$ cat src/rtl/inst_pkg.sv
// Shared constants for the instruction-nibble encoder: class codes, opcodes, FSM states.
package inst_pkg;

  localparam logic [3:0] CLS_LD  = 4'd0;
  localparam logic [3:0] CLS_STR = 4'd1;
  localparam logic [3:0] CLS_SEI = 4'd2;
  localparam logic [3:0] CLS_SML = 4'd3;
  localparam logic [3:0] CLS_SMH = 4'd4;
  localparam logic [3:0] CLS_JMP = 4'd5;
  localparam logic [3:0] CLS_LDD = 4'd6;
  localparam logic [3:0] CLS_ARI = 4'd7;
  localparam logic [3:0] CLS_LOG = 4'd8;

  // Opcodes as I3..I0; JMP/ARI/LOG carry the sub-op in the low two bits.
  localparam logic [3:0] OPC_LD   = 4'b0000;
  localparam logic [3:0] OPC_STR  = 4'b0001;
  localparam logic [3:0] OPC_SEI  = 4'b0010;
  localparam logic [3:0] OPC_SML  = 4'b0011;
  localparam logic [3:0] OPC_SMH  = 4'b1111;
  localparam logic [3:0] OPC_LDD  = 4'b0111;
  localparam logic [1:0] OPC_JMP_HI = 2'b01;
  localparam logic [1:0] OPC_ARI_HI = 2'b10;
  localparam logic [1:0] OPC_LOG_HI = 2'b11;

  typedef enum logic [1:0] {
    ST_IDLE = 2'd0,
    ST_OPC  = 2'd1,
    ST_GAPW = 2'd2,
    ST_ADR  = 2'd3
  } state_e;

endpackage

$ cat src/rtl/inst_enc_map.sv
// Combinational class/sub-op to opcode map with operand and legality flags.
module inst_enc_map
  import inst_pkg::*;
(
  input  logic [3:0] cls_i,
  input  logic [1:0] sub_i,
  output logic [3:0] opcode_o,
  output logic       has_addr_o,
  output logic       illegal_o
);

  always_comb begin
    opcode_o   = 4'b0000;
    has_addr_o = 1'b0;
    illegal_o  = 1'b0;
    case (cls_i)
      CLS_LD:  opcode_o = OPC_LD;
      CLS_STR: opcode_o = OPC_STR;
      CLS_SEI: opcode_o = OPC_SEI;
      CLS_SML: opcode_o = OPC_SML;
      CLS_SMH: opcode_o = OPC_SMH;
      CLS_LDD: begin
        opcode_o   = OPC_LDD;
        has_addr_o = 1'b1;
      end
      CLS_JMP: begin
        opcode_o   = {OPC_JMP_HI, sub_i};
        has_addr_o = 1'b1;
        illegal_o  = (sub_i == 2'b11);
      end
      CLS_ARI: opcode_o = {OPC_ARI_HI, sub_i};
      CLS_LOG: begin
        opcode_o  = {OPC_LOG_HI, sub_i};
        illegal_o = (sub_i == 2'b11);
      end
      default: illegal_o = 1'b1;
    endcase
  end

endmodule

$ cat src/rtl/inst_enc.sv
// Instruction issuer: accepts a request, then strobes the opcode and LS-first
// address nibbles onto D, holding D for GAP idle cycles after each strobe.
module inst_enc
  import inst_pkg::*;
#(
  parameter int ADDR_NIB = 3,
  parameter int GAP      = 1
) (
  input  logic                  CLK,
  input  logic                  RST,
  input  logic                  REQ_VALID,
  output logic                  REQ_READY,
  input  logic [3:0]            REQ_CLS,
  input  logic [1:0]            REQ_SUB,
  input  logic [4*ADDR_NIB-1:0] REQ_ADDR,
  output logic [3:0]            D,
  output logic                  STB,
  output logic                  BUSY,
  output logic                  ERR,
  output logic [1:0]            DBG_STATE
);

  // Handshake: a request transfers on a rising edge where REQ_VALID and
  // REQ_READY are both high; the requester holds fields stable until then.

  localparam logic [2:0] GAP_LAST = 3'((GAP > 0) ? GAP - 1 : 0);

  state_e                state_q;
  logic [3:0]            d_q;
  logic                  stb_q, busy_q, err_q;
  logic [2:0]            gap_cnt_q;
  logic [2:0]            rem_q;
  logic [4*ADDR_NIB-1:0] addr_q;

  logic [3:0] map_opc;
  logic       map_has_addr, map_illegal;
  logic       adv_d;

  inst_enc_map u_map (
    .cls_i      (REQ_CLS),
    .sub_i      (REQ_SUB),
    .opcode_o   (map_opc),
    .has_addr_o (map_has_addr),
    .illegal_o  (map_illegal)
  );

  // Time to emit the next nibble (or finish): right after a strobe when there
  // is no gap, otherwise at the end of the last gap cycle.
  always_comb begin
    adv_d = 1'b0;
    if (state_q == ST_OPC || state_q == ST_ADR) adv_d = (GAP == 0);
    else if (state_q == ST_GAPW)                 adv_d = (gap_cnt_q == GAP_LAST);
  end

  always_ff @(posedge CLK) begin
    if (RST) begin
      state_q   <= ST_IDLE;
      d_q       <= 4'b0000;
      stb_q     <= 1'b0;
      busy_q    <= 1'b0;
      err_q     <= 1'b0;
      gap_cnt_q <= 3'd0;
      rem_q     <= 3'd0;
      addr_q    <= '0;
    end else begin
      stb_q <= 1'b0;
      err_q <= 1'b0;
      case (state_q)
        ST_IDLE: begin
          if (REQ_VALID) begin
            if (map_illegal) begin
              err_q <= 1'b1;
            end else begin
              state_q <= ST_OPC;
              d_q     <= map_opc;
              stb_q   <= 1'b1;
              busy_q  <= 1'b1;
              addr_q  <= REQ_ADDR;
              rem_q   <= map_has_addr ? 3'(ADDR_NIB) : 3'd0;
            end
          end
        end
        default: begin
          if (adv_d) begin
            if (rem_q != 3'd0) begin
              state_q <= ST_ADR;
              d_q     <= addr_q[3:0];
              stb_q   <= 1'b1;
              addr_q  <= addr_q >> 4;
              rem_q   <= rem_q - 3'd1;
            end else begin
              state_q <= ST_IDLE;
              busy_q  <= 1'b0;
            end
          end else if (state_q == ST_GAPW) begin
            gap_cnt_q <= gap_cnt_q + 3'd1;
          end else begin
            state_q   <= ST_GAPW;
            gap_cnt_q <= 3'd0;
          end
        end
      endcase
    end
  end

  assign REQ_READY = (state_q == ST_IDLE) && !RST;
  assign D         = d_q;
  assign STB       = stb_q;
  assign BUSY      = busy_q;
  assign ERR       = err_q;
  assign DBG_STATE = state_q;

endmodule

$ cat config.mk
export PLATFORM = sky130hd
export DESIGN_NAME = inst_enc
export DESIGN_NICKNAME = d
export VERILOG_FILES = /design/src/rtl/inst_pkg.sv /design/src/rtl/inst_enc_map.sv /design/src/rtl/inst_enc.sv
export SDC_FILE = /design/constraint.sdc
export NUM_CORES = 1
export LEC_CHECK = 0
export ABC_AREA = 0
export CAP_MARGIN = 30
export CORE_MARGIN = 2
export CORE_UTILIZATION = 35
export CTS_BUF_LIST = sky130_fd_sc_hd__clkbuf_2
export CTS_CLUSTER_SIZE = 10
export DETAILED_ROUTE_END_ITERATION = 8
export GPL_ROUTABILITY_DRIVEN = 0
export PLACE_DENSITY = 0.64
export SYNTH_ARGS = -nofsm -noshare
export SYNTH_HDL_FRONTEND = slang
export SYNTH_SLANG_ARGS = --single-unit
$ cat constraint.sdc
create_clock -name CLK -period 4.25 [get_ports CLK]
set_input_delay 0.6375 -clock CLK [delete_from_list [all_inputs] [get_ports CLK]]
set_output_delay 0.6375 -clock CLK [all_outputs]
set_load 0.01 [all_outputs]
Yosys cells after proc, flatten, opt, wreduce, memory -nomap -nowiden
Cells that the tools add are included.
Widths: inputs -> output; s select.
{ "op_classes": {"n_addsub": 2, "eq_ne": 16, "mux": 39, "bitwise_logic": 3, "reduce_logical": 17} }
{ "ops": {"columns": ["operator", "count"], "rows": [
  ["$mux 12", 5],
  ["$pmux 4 s8", 1],
  ["$mux 4", 5],
  ["$mux 3", 6],
  ["$eq 4x3->1 const B", 4],
  ["$mux 1", 14],
  ["$mux 2", 7],
  ["$eq 4x2->1 const B", 2],
  ["$reduce_and 4->1", 2],
  ["$reduce_or 7->1", 1],
  ["$eq 2x2->1 const B", 3],
  ["$eq 4x1->1 const B", 1],
  ["$eq 4x4->1 const B", 1],
  ["$logic_not 4->1", 1],
  ["$ne 2x2->1 const B", 2],
  ["$reduce_bool 2->1", 2],
  ["$reduce_or 2->1", 2],
  ["$add 3x1->3 const B", 1],
  ["$logic_not 3->1", 1],
  ["$ne 3x2->1 const B", 1],
  ["$not 1->1", 3],
  ["$reduce_and 3->1", 1],
  ["$reduce_bool 3->1", 1],
  ["$reduce_or 3->1", 1],
  ["9 further kinds", 9]
]} }
{ "word_totals": {"reg_bits": 27, "inputBits": 21, "out_inout_bits": 10, "word_cells": 85} }

Logic depth before layout (Yosys ltp)
Gate-level depths: netlist (run 1).
{ "depth": {"depth_word": 7, "ltp_mapped": 7, "mapped_depth_nobuf": 6} }

Modules after synthesis
Synthesis (run 1) repeated with hierarchy kept, for this count alone.
{ "unflattened": {"cells_unflattened": 181, "area_unflattened_um2": 1554.0} }
{ "by_module_without_submodules": {"columns": ["mod", "n_inst", "cells_each", "area_each_um2"], "rows": [
  ["inst_enc", 1, 154, 1370.1],
  ["inst_enc_map", 1, 27, 183.9]
]} }

Least setup slack after synthesis (run 1)
OpenSTA, ideal clock, no wires.
{ "synth_path": {"kind": "input-to-reg", "start": "input port REQ_CLS[2]", "end": "register d_q[0] (netlist: D[0])", "setup_time_ps": 121, "arrival_time_ps": 1744, "required_time_ps": 4129, "setup_slack_ps": 2384, "stages": 6, "path_buffers": 2, "path_cell_list": "buf_2 and4b_1 o21ai_2 a41oi_2 buf_6 mux2_4"} }
{ "synth_between": {"elab_chain_len": 5, "elab_cells_between_ends": 18, "classes_between": "9 x eq/ne; 5 x mux; 4 x reduce/logical"} }
{ "synth_rtl": {"columns": ["element", "line_no", "rtl"], "rows": [
  ["from (decl)", "inst_enc.sv:13", "input logic [3:0] REQ_CLS,"],
  ["$eq 4x1->1 (tied with other cells)", "inst_enc_map.sv:16", "case (cls_i)"],
  ["$reduce_or 7->1 (no source line) (tied with other cells)", null, null],
  ["$pmux 1 s2 / $mux 4 (equally long branches)", "inst_enc_map.sv:16, inst_enc.sv:71", null],
  ["$ne 2x2->1 (no source line) / $mux 4 (equally long branches)", null, null],
  ["$reduce_and 4->1 (no source line) / $mux 4 (equally long branches)", null, null],
  ["to (signal assigned)", "inst_enc.sv:75", "d_q <= map_opc;"],
  ["to (signal assigned)", "inst_enc.sv:87", "d_q <= addr_q[3:0];"],
  ["to (decl)", "inst_enc.sv:29", "logic [3:0] d_q;"]
]} }
Parallel ways exist; a longest one is shown, timed or not. The select of a mux whose other input is x is not followed.
A chain may end at the register's enable or synchronous reset.

Worst setup path after layout (run 1)
{ "layout_path": {"start": "input port RST", "end": "output port REQ_READY"} }
{ "layout_between": {"elab_chain_len": 2} }
{ "layout_rtl": {"columns": ["element", "line_no", "rtl"], "rows": [
  ["from (decl)", "inst_enc.sv:10", "input logic RST,"],
  ["$logic_not 1->1", "inst_enc.sv:106", "assign REQ_READY = (state_q == ST_IDLE) && !RST;"],
  ["$logic_and 1x1->1", "inst_enc.sv:106", null],
  ["to (decl)", "inst_enc.sv:12", "output logic REQ_READY,"]
]} }
Every way passes these cells.

==> reports/qor.yml, run 1 <==
detailed_routing:
  dr.pass1.iters: 4
  wirelength_met1_microns: 1691
  top_layer: "met4"
  via_per_inst: 5.134
  dr_wl_met2_microns: 1451
  num_vias: 1268
  drt.antenna.violating_nets: 0
  drt_iter0_markers: 71
  drc_errors: 0
  wl_met3_microns: 139
  wl_microns: 3308
  wire_per_inst_microns: 13.39
worst_setup_path:
  worstPathCellList: "clkdlybuf4s50_1, nor3_1, clkdlybuf4s50_1"
  cp-start-kind: "input port"
  critPathCaptureType: "output port"
  cp.required_ns: 3.61
  r2r_start: "DBG_STATE[0]"
  critical-path-max-stage-delay_ns: 0.62
  crit_start: "RST"
  critPathBufInv: 2
  worst-path-stages: 3
  reg2regPathDepth: 5
  critical_path_arrival_ns: 1.99
  crit_top_cell: "clkdlybuf4s50_1"
  path_delay_family: "buffers and inverters"
  slowest_stage: "clkdlybuf4s50_1"
  path_class: "input port to output port"
  path_max_fanout: 2
yosys:
  synth_area_leader_cell: "dfxtp_1"
  synth_seq_cells: 27
  yosys_warnings: 0
  syn_nets: 195
  syn_avg_cell_area_sq_um: 8.751
  synth_edf_count: 0
  synth_cells: 170
  ys.flop_type: "dfxtp_1"
  synthTopCellsByArea: "dfxtp_1 36%, mux2_4 9.1%, nand2_1 6.6%"
  ys_types: 33
  async_flop_share: 0
  syn-cell-area_sq_mm: 0.001488
  synth-seq-area-share: 0.3633
  synth.top_cell.area_share: 0.3633
sta:
  post-route-period-util: 0.6171
  hold_viol_final: 0
  rsz0062_at_grt: "false"
  setup_viol: 0
  min_period_ns: 2.623
  slew_violations: 0
  whs_ns: 0.4839
  fin_ws_ns: 1.627
  clock_skew_ns: 0.008087
  clock.fmax_ghz: 0.3813
  setup_tns_ns: 0
  tightestPinTransition_ns: 0.9055
  slew_headroom: 0.3963
floorplanning:
  initial_utilization: 0.3666
  ioPinCount: 31
  die-area_sq_mm: 0.004788
  fp.dieH_microns: 69.20
  die_w_microns: 69.20
  row_count: 23
  core-area_sq_mm: 0.004058
clocking:
  post_cts_resized: 0
  ctsHoldBuffers: 0
  h-tree-depth: 1
  clk_latency_ns: 0.36
  cts_inserted_buffers: 3
  post_cts_buffers: 0
  cts_buffer_depth: 2
  path_clk_slew_ns: 0.26
  cts_num_sinks: 27
  cts_tree: "done"
  ctsRootBufferMaster: "clkbuf_2"
placement:
  dp_hpwl_microns: 2261
  port-buffer-count: 30
  place_ws_ns: 1.302
hold_path:
  hold_path.class: "register to register"
  min_path_cells: 2
  min-delay-start: "D[2]"
finish:
  multi_input_area_sq_um: 870.8
  nFillCells: 388
  nets: 223
  layout_commonest_cell: "clkdlybuf4s50_1"
  n_antenna_cell: 0
  final_cell_mix: "30 x clkdlybuf4s50_1, 27 x dfxtp_1, 26 x nand2_1, 15 x nor2b_1, 13 x a21oi_1"
  area_delta_synth_final_pct: 24.14
  regArea_sq_um: 540.5
  drive_above_1_share: 0.1066
global_routing:
  grt_pass1_wl_microns: 5547
  grt_overflow: 0
  antenna_found_initial: 0
  grt_pass1_vias: 1174
  track_usage: 0.1418
  grt_max_degree: 32
run_status:
  status: "finished, final reports clean"
pwr:
  p_per_area_mw_per_mm2: 263.3
  irDropWorstVdd_mv: 0.1337
  p_leak_uw: 0.0007570
run:
  drv_cap: 0
==> Yosys cell counts (all sizes together), types with 4 or more instances <==
| cell type | number |
|---|---|
| nor2 | 7 |
| o2bb2ai | 4 |
| ha | 4 |
| dfxtp | 27 |
| mux2 | 9 |
| clkbuf | 6 |
| mux2i | 7 |
| nor2b | 15 |
| nand2 | 26 |
| o21ai | 12 |
| buf | 5 |
| nor3 | 6 |
| a21oi | 13 |
| inv | 6 |
==> per-stage QoR <==
| step | instance area (sq um) | util | total power, uW | std cells |
|---|---|---|---|---|
| after floorplan | 1488 | - | 342.3 | 170 |
| after global placement | 1827 | 0.4502 | 389.7 | 243 |
| after detailed placement | 1827 | 0.4502 | 389.2 | 243 |
| after CTS | 1847 | 0.4551 | 491.7 | 247 |
| after global routing | 1847 | 0.4551 | 516.5 | 247 |
| final | 1847 | 0.4551 | 486.2 | 247 |
==> cell families after synthesis <==
group | share of synthesized area
buffers and inverters | 0.05130
flip-flops | 0.3633
AND/OR/NAND/NOR | 0.2279
multiplexers | 0.1379
AO/OA/AOI/OAI | 0.1682
adder cells (fa/ha/maj) | 0.03364
XOR/XNOR | 0.01767
==> worst reg2reg max path: stages, from the launching register on <==
cell,delay (ns)
dfxtp_1,0.74
nand2b_1,0.22
nor3_1,0.08
a41oi_2,0.73
buf_4,0.30
mux2i_1,0.19
==> worst paths after layout <==
kind | to | slack (ns)
setup / recovery | REQ_READY | 1.63
hold / removal | D[2] | 0.48
setup reg to reg | rem_q[1] | 1.96
hold reg to reg | D[2] | 0.48
==> cell type report <==
class                   count  area share
multi-input cells         126      0.4715
flip-flops and latches     27      0.2927
repair buffers             34      0.1789
well taps                  50     0.03388
inverters                   6     0.01220
clock buffers               4     0.01084
==> layer usage <==
| metal | track usage | up-vias |
|---|---|---|
| li1 | - | 653 |
| met1 | 0.2013 | 586 |
| met2 | 0.2094 | 27 |
| met3 | 0.04070 | 2 |
| met4 | 0.03922 | 0 |
| met5 | 0 | - |
==> report_power, final <==
part / leakage (uW) / switching (uW) / total (uW) / internal [uW]
Sequential: 0.000220 / 8.43 / 275 / 266
Combinational: 0.000521 / 49.8 / 110 / 59.9
Clock: 0.0000166 / 77.1 / 102 / 24.8
==> registers in the layout (all words and copies together), names as in the netlist <==
register,cells
D,4
DBG_STATE,2
rem_q,3
addr_q,12
BUSY,1
ERR,1
STB,1
gap_cnt_q,3
Note: power is estimated with default switching activity, not from simulation.
==> run 2: changes to the inputs <==
Settings changed: PLACE_DENSITY 0.64 to 0.67.
Clock period 4.25 ns to 2.4 ns, I/O delays scaled along.
==> reports/qor.yml, run 2 (synthesis results as in run 1) <==
global_routing:
  grt_pass1_wl_microns: 5782  # +4.2%
  antenna_found_initial: 0  # unchanged
  grt_max_degree: 32  # unchanged
  grt_pass1_vias: 1207  # +2.8%
  track_usage: 0.1453  # +0.003524
  grt_overflow: 0  # unchanged
finish:
  layout_commonest_cell: "clkdlybuf4s50_1"
  n_antenna_cell: 0  # unchanged
  top_register: "addr_q"
  area_delta_synth_final_pct: 25.99
  final_cell_mix: "30 x clkdlybuf4s50_1, 27 x dfxtp_1, 26 x nand2_1, 15 x nor2b_1, 13 x a21oi_1"
  largest_reg_flops: 12  # unchanged
  drive_above_1_share: 0.1156  # +0.008979
  nets: 225  # +0.90%
  nFillCells: 396  # +2.1%
clocking:
  path_clk_slew_ns: 0.26  # about the same
  cts_buffer_depth: 2  # unchanged
  post_cts_resized: 0  # unchanged
  cts_tree: "done"
  cts_num_sinks: 27  # unchanged
  ctsRootBufferMaster: "clkbuf_2"
  h-tree-depth: 1  # unchanged
  cts_inserted_buffers: 3  # unchanged
  post_cts_buffers: 0  # unchanged
  ctsHoldBuffers: 0  # unchanged
  clk_latency_ns: 0.38  # +0.02 ns
floorplanning:
  ioPinCount: 31  # unchanged
  die_w_microns: 69.20  # unchanged
  fp.dieH_microns: 69.20  # unchanged
  die-area_sq_mm: 0.004788  # unchanged
  initial_utilization: 0.3666  # unchanged
  row_count: 23  # unchanged
  core-area_sq_mm: 0.004058  # unchanged
hold_path:
  hold_path.class: "register to register"
run:
  drv_cap: 0  # unchanged
sta:
  setup_tns_ns: 0  # unchanged
  slew_violations: 0  # unchanged
  clock.fmax_ghz: 0.4390
  hold_viol_final: 0  # unchanged
  tightestPinTransition_ns: 0.5528  # -0.3527 ns
  setup_viol: 0  # unchanged
  post-route-period-util: 0.9492
  clock_skew_ns: 0.01330  # +0.005208 ns
  slew_headroom: 0.6309  # +0.2346
  rsz0062_at_grt: "false"
  min_period_ns: 2.278
detailed_routing:
  num_vias: 1246  # -1.7%
  wl_microns: 3409  # +3.1%
  wire_per_inst_microns: 13.69  # +2.2%
  via_per_inst: 5.004  # -2.5%
  dr.pass1.iters: 4  # unchanged
  drc_errors: 0  # unchanged
  drt_iter0_markers: 66  # -7.0%
  drt.antenna.violating_nets: 0  # unchanged
worst_setup_path:
  path_max_fanout: 16  # +14
  path_class: "register to output port"
  slowest_stage: "clkdlybuf4s50_1"
  critical_path_arrival_ns: 1.92  # -0.07 ns
  cp.required_ns: 2.04  # -1.57 ns
  critPathCaptureType: "output port"
  cp-start-kind: "register"
  worstPathCellList: "nor3_1, clkdlybuf4s50_1"
  critical-path-max-stage-delay_ns: 0.62  # about the same
pwr:
  irDropWorstVdd_mv: 0.2741  # +110%
  p_per_area_mw_per_mm2: 465.0  # +77%
  power.total_uw: 871.6  # +79%
  p_leak_uw: 0.0007730  # +2.1%
placement:
  port-buffer-count: 30  # unchanged
  dp_hpwl_microns: 2333  # +3.2%
run_status:
  status: "finished, final reports clean"
run 2: cell types whose count changed in the layout (fill, tap and decap cells not counted):
| cell | change |
|---|---|
| buf_12 | +1 |
| buf_4 | +1 |
| clkbuf_2 | -1 |
| clkinv_2 | +1 |
run 2: through the flow:
| step | area [sq um] | setup WS [ns] | std cells | hold WS, ns | utilization |
|---|---|---|---|---|---|
| global placement | 1854 | 0.2576 | 245 | 0.4507 | 0.4570 |
| detailed placement | 1854 | 0.1983 | 245 | 0.4591 | 0.4570 |
| CTS | 1874 | 0.1159 | 249 | 0.4861 | 0.4619 |
| finish | 1874 | 0.1218 | 249 | 0.4795 | 0.4619 |
| floorplan | 1488 | 0.7816 | 170 | 0.4380 | - |
| global route | 1874 | 0.03147 | 249 | 0.4870 | 0.4619 |
run 2: critical path, delay by kind of cell, from the launching register on:
| family | cells | cell delay [ns] |
|---|---|---|
| buf+inv | 1 | 0.62 |
| flops | 1 | 0.54 |
| simple gates | 1 | 0.39 |
run 2: final timing paths:
check | start | endpoint | slack [ns] | cells past startpoint
max | DBG_STATE[1] | REQ_READY | 0.12 | 2
min | rem_q[1] | rem_q[1] | 0.48 | 2
min reg2reg | rem_q[1] | rem_q[1] | 0.48 | 2
max reg2reg | DBG_STATE[1] | D[0] | 0.57 | 5
run 2: metal layers:
| metal | vias to the layer above | part of all wire | track usage |
|---|---|---|---|
| met1 | 566 | 0.51 | 0.2083 |
| met4 | 0 | 0.011 | 0.03268 |
| met2 | 24 | 0.43 | 0.2201 |
| met5 | - | 0 | 0 |
| met3 | 4 | 0.043 | 0.03634 |
| li1 | 652 | - | - |
run 2: power by group:
group / switching [uW] / internal, uW / leakage, uW
registers: 14.4 / 472 / 0.000220
clock network: 146 / 37.8 / 0.0000164
logic: 91.2 / 110 / 0.000537
run 2: cell type report:
class	count	area, sq um	area share
clock inverters	1	5.005	0.002670
inverters	6	22.52	0.01202
clock buffers	3	15.01	0.008011
well taps	50	62.56	0.03338
repair buffers	36	357.8	0.1909
flip-flops and latches	27	540.5	0.2884
multi-input cells	126	870.8	0.4646
==> run 3: changes to the inputs <==
Settings changed: CAP_MARGIN 30 to default, CORE_ASPECT_RATIO from default to 1.2.
==> reports/qor.yml, run 3 (synthesis results as in run 1) <==
global_routing:
  antenna_found_initial: 0  # unchanged
  grt_pass1_vias: 1256  # +4.1%
  grt_overflow: 0  # unchanged
  track_usage: 0.1573  # +0.01197
  grt_max_degree: 32  # unchanged
  grt_pass1_wl_microns: 5899  # +2.0%
detailed_routing:
  dr.pass1.iters: 4  # unchanged
  drc_errors: 0  # unchanged
  via_per_inst: 5.000  # about the same
  top_layer: "met4"
  wl_microns: 3420  # +0.32%
  wirelength_met1_microns: 1593  # -8.6%
  dr_wl_met2_microns: 1702  # +15%
  drt.antenna.violating_nets: 0  # unchanged
  wire_per_inst_microns: 13.46  # -1.7%
  drt_iter0_markers: 62  # -6.1%
  wl_met3_microns: 92  # -38%
  num_vias: 1270  # +1.9%
pwr:
  irDropWorstVdd_mv: 0.2983  # +8.8%
  switching_power_uw: 250.5  # -0.54%
  p_per_area_mw_per_mm2: 461.4  # -0.79%
  pwr-share-clk: 0.211  # about the same
  p_leak_uw: 0.0007747  # +0.21%
  seq_power_share: 0.555  # -0.003
  combPwrFrac: 0.234  # +0.003
  p_int_uw: 621.2  # +0.23%
  p_sw_frac: 0.2874  # -0.001598
finish:
  n_antenna_cell: 0  # unchanged
  top_register: "addr_q"
  layout_commonest_cell: "clkdlybuf4s50_1"
  nets: 226  # +0.44%
  area_delta_synth_final_pct: 27.00
  drive_above_1_share: 0.1200  # +0.004422
  final_cell_mix: "30 x clkdlybuf4s50_1, 27 x dfxtp_1, 26 x nand2_1, 15 x nor2b_1, 13 x a21oi_1"
  largest_reg_flops: 12  # unchanged
  utilization: 0.4719  # +0.009957
  stdcell_area_sq_mm: 0.001889  # +0.80%
clocking:
  ctsRootBufferMaster: "clkbuf_2"
  ctsHoldBuffers: 0  # unchanged
  post_cts_buffers: 0  # unchanged
  post_cts_resized: 0  # unchanged
  cts_num_sinks: 27  # unchanged
  path_clk_slew_ns: 0.27  # about the same
  cts_tree: "done"
  clk_latency_ns: 0.37  # about the same
  cts_buffer_depth: 2  # unchanged
  cts_inserted_buffers: 3  # unchanged
  h-tree-depth: 1  # unchanged
sta:
  setup_tns_ns: 0  # unchanged
  slew_headroom: 0.7575  # +0.1266
  hold_viol_final: 0  # unchanged
  clock.fmax_ghz: 0.4625  # +5.4%
  post-route-period-util: 0.9010  # -0.04826
  slew_violations: 0  # unchanged
  min_period_ns: 2.162  # -0.1158 ns
  rsz0062_at_grt: "false"
  tightestPinTransition_ns: 0.3610  # -0.1919 ns
  setup_viol: 0  # unchanged
  clock_skew_ns: 0.007901  # -0.005394 ns
floorplanning:
  row_count: 25  # +8.7%
  fp.dieH_microns: 75.42  # +9.0%
  core-area_sq_mm: 0.004004  # -1.3%
  die_w_microns: 63.52  # -8.2%
  initial_utilization: 0.3716  # +0.004927
  die-area_sq_mm: 0.004790  # about the same
  ioPinCount: 31  # unchanged
placement:
  port-buffer-count: 30  # unchanged
  placed_area_sq_mm: 0.001867  # +0.67%
  dp_hpwl_microns: 2472  # +6.0%
worst_setup_path:
  cp-start-kind: "register"
  critical_path_arrival_ns: 1.80  # -0.12 ns
  path_class: "register to output port"
  critPathCaptureType: "output port"
  cp.required_ns: 2.04  # about the same
  path_max_fanout: 8  # -8
hold_path:
  hold_path.class: "register to register"
run_status:
  status: "finished, final reports clean"
run:
  drv_cap: 0  # unchanged
## run 3: critical path: stages, from the launching register on
cell	delay (ns)
dfxtp_1	0.46
nor3_1	0.35
clkdlybuf4s50_1	0.61
## run 3: final timing paths
path / start / end / slack, ns / depth (start not counted)
max: DBG_STATE[0] / REQ_READY / 0.24 / 2
min: D[1] / D[1] / 0.48 / 2
max reg2reg: rem_q[0] / addr_q[1] / 0.58 / 7
min reg2reg: D[1] / D[1] / 0.48 / 2
## run 3: power groups by stage
stage / combinational (uW) / sequential, uW / clock (uW)
floorplan: 114 / 492 / 0
global placement: 203 / 492 / 0
detailed placement: 205 / 492 / 0
CTS: 206 / 484 / 189
global route: 223 / 488 / 210
finish: 204 / 484 / 184
## run 3: area by class of cell
type                    instances  area [sq um]
multi-input cells             126         870.8
repair buffers                 37         365.4
inverters                       6         22.52
clock inverters                 1         7.507
well taps                      54         67.56
fillers                       410          2115
flip-flops and latches         27         540.5
clock buffers                   3         15.01
## run 3: per-layer routing
| layer | track usage | vias up |
|---|---|---|
| li1 | - | 656 |
| met3 | 0.02363 | 4 |
| met1 | 0.2024 | 589 |
| met4 | 0.05072 | 0 |
| met2 | 0.2749 | 21 |
| met5 | 0 | - |
## run 3: per-stage QoR
stage | instances | total power, uW | hold slack (ns) | setup WS (ns)
2_1_floorplan | 170 | 606.2 | 0.4380 | 0.7816
3_3_place_gp | 250 | 695.0 | 0.4509 | 0.2670
3_5_place_dp | 250 | 697.1 | 0.4590 | 0.2137
4_1_cts | 254 | 879.0 | 0.4867 | 0.2213
5_1_grt | 254 | 921.0 | 0.4571 | 0.1073
6_report | 254 | 871.7 | 0.4788 | 0.2377
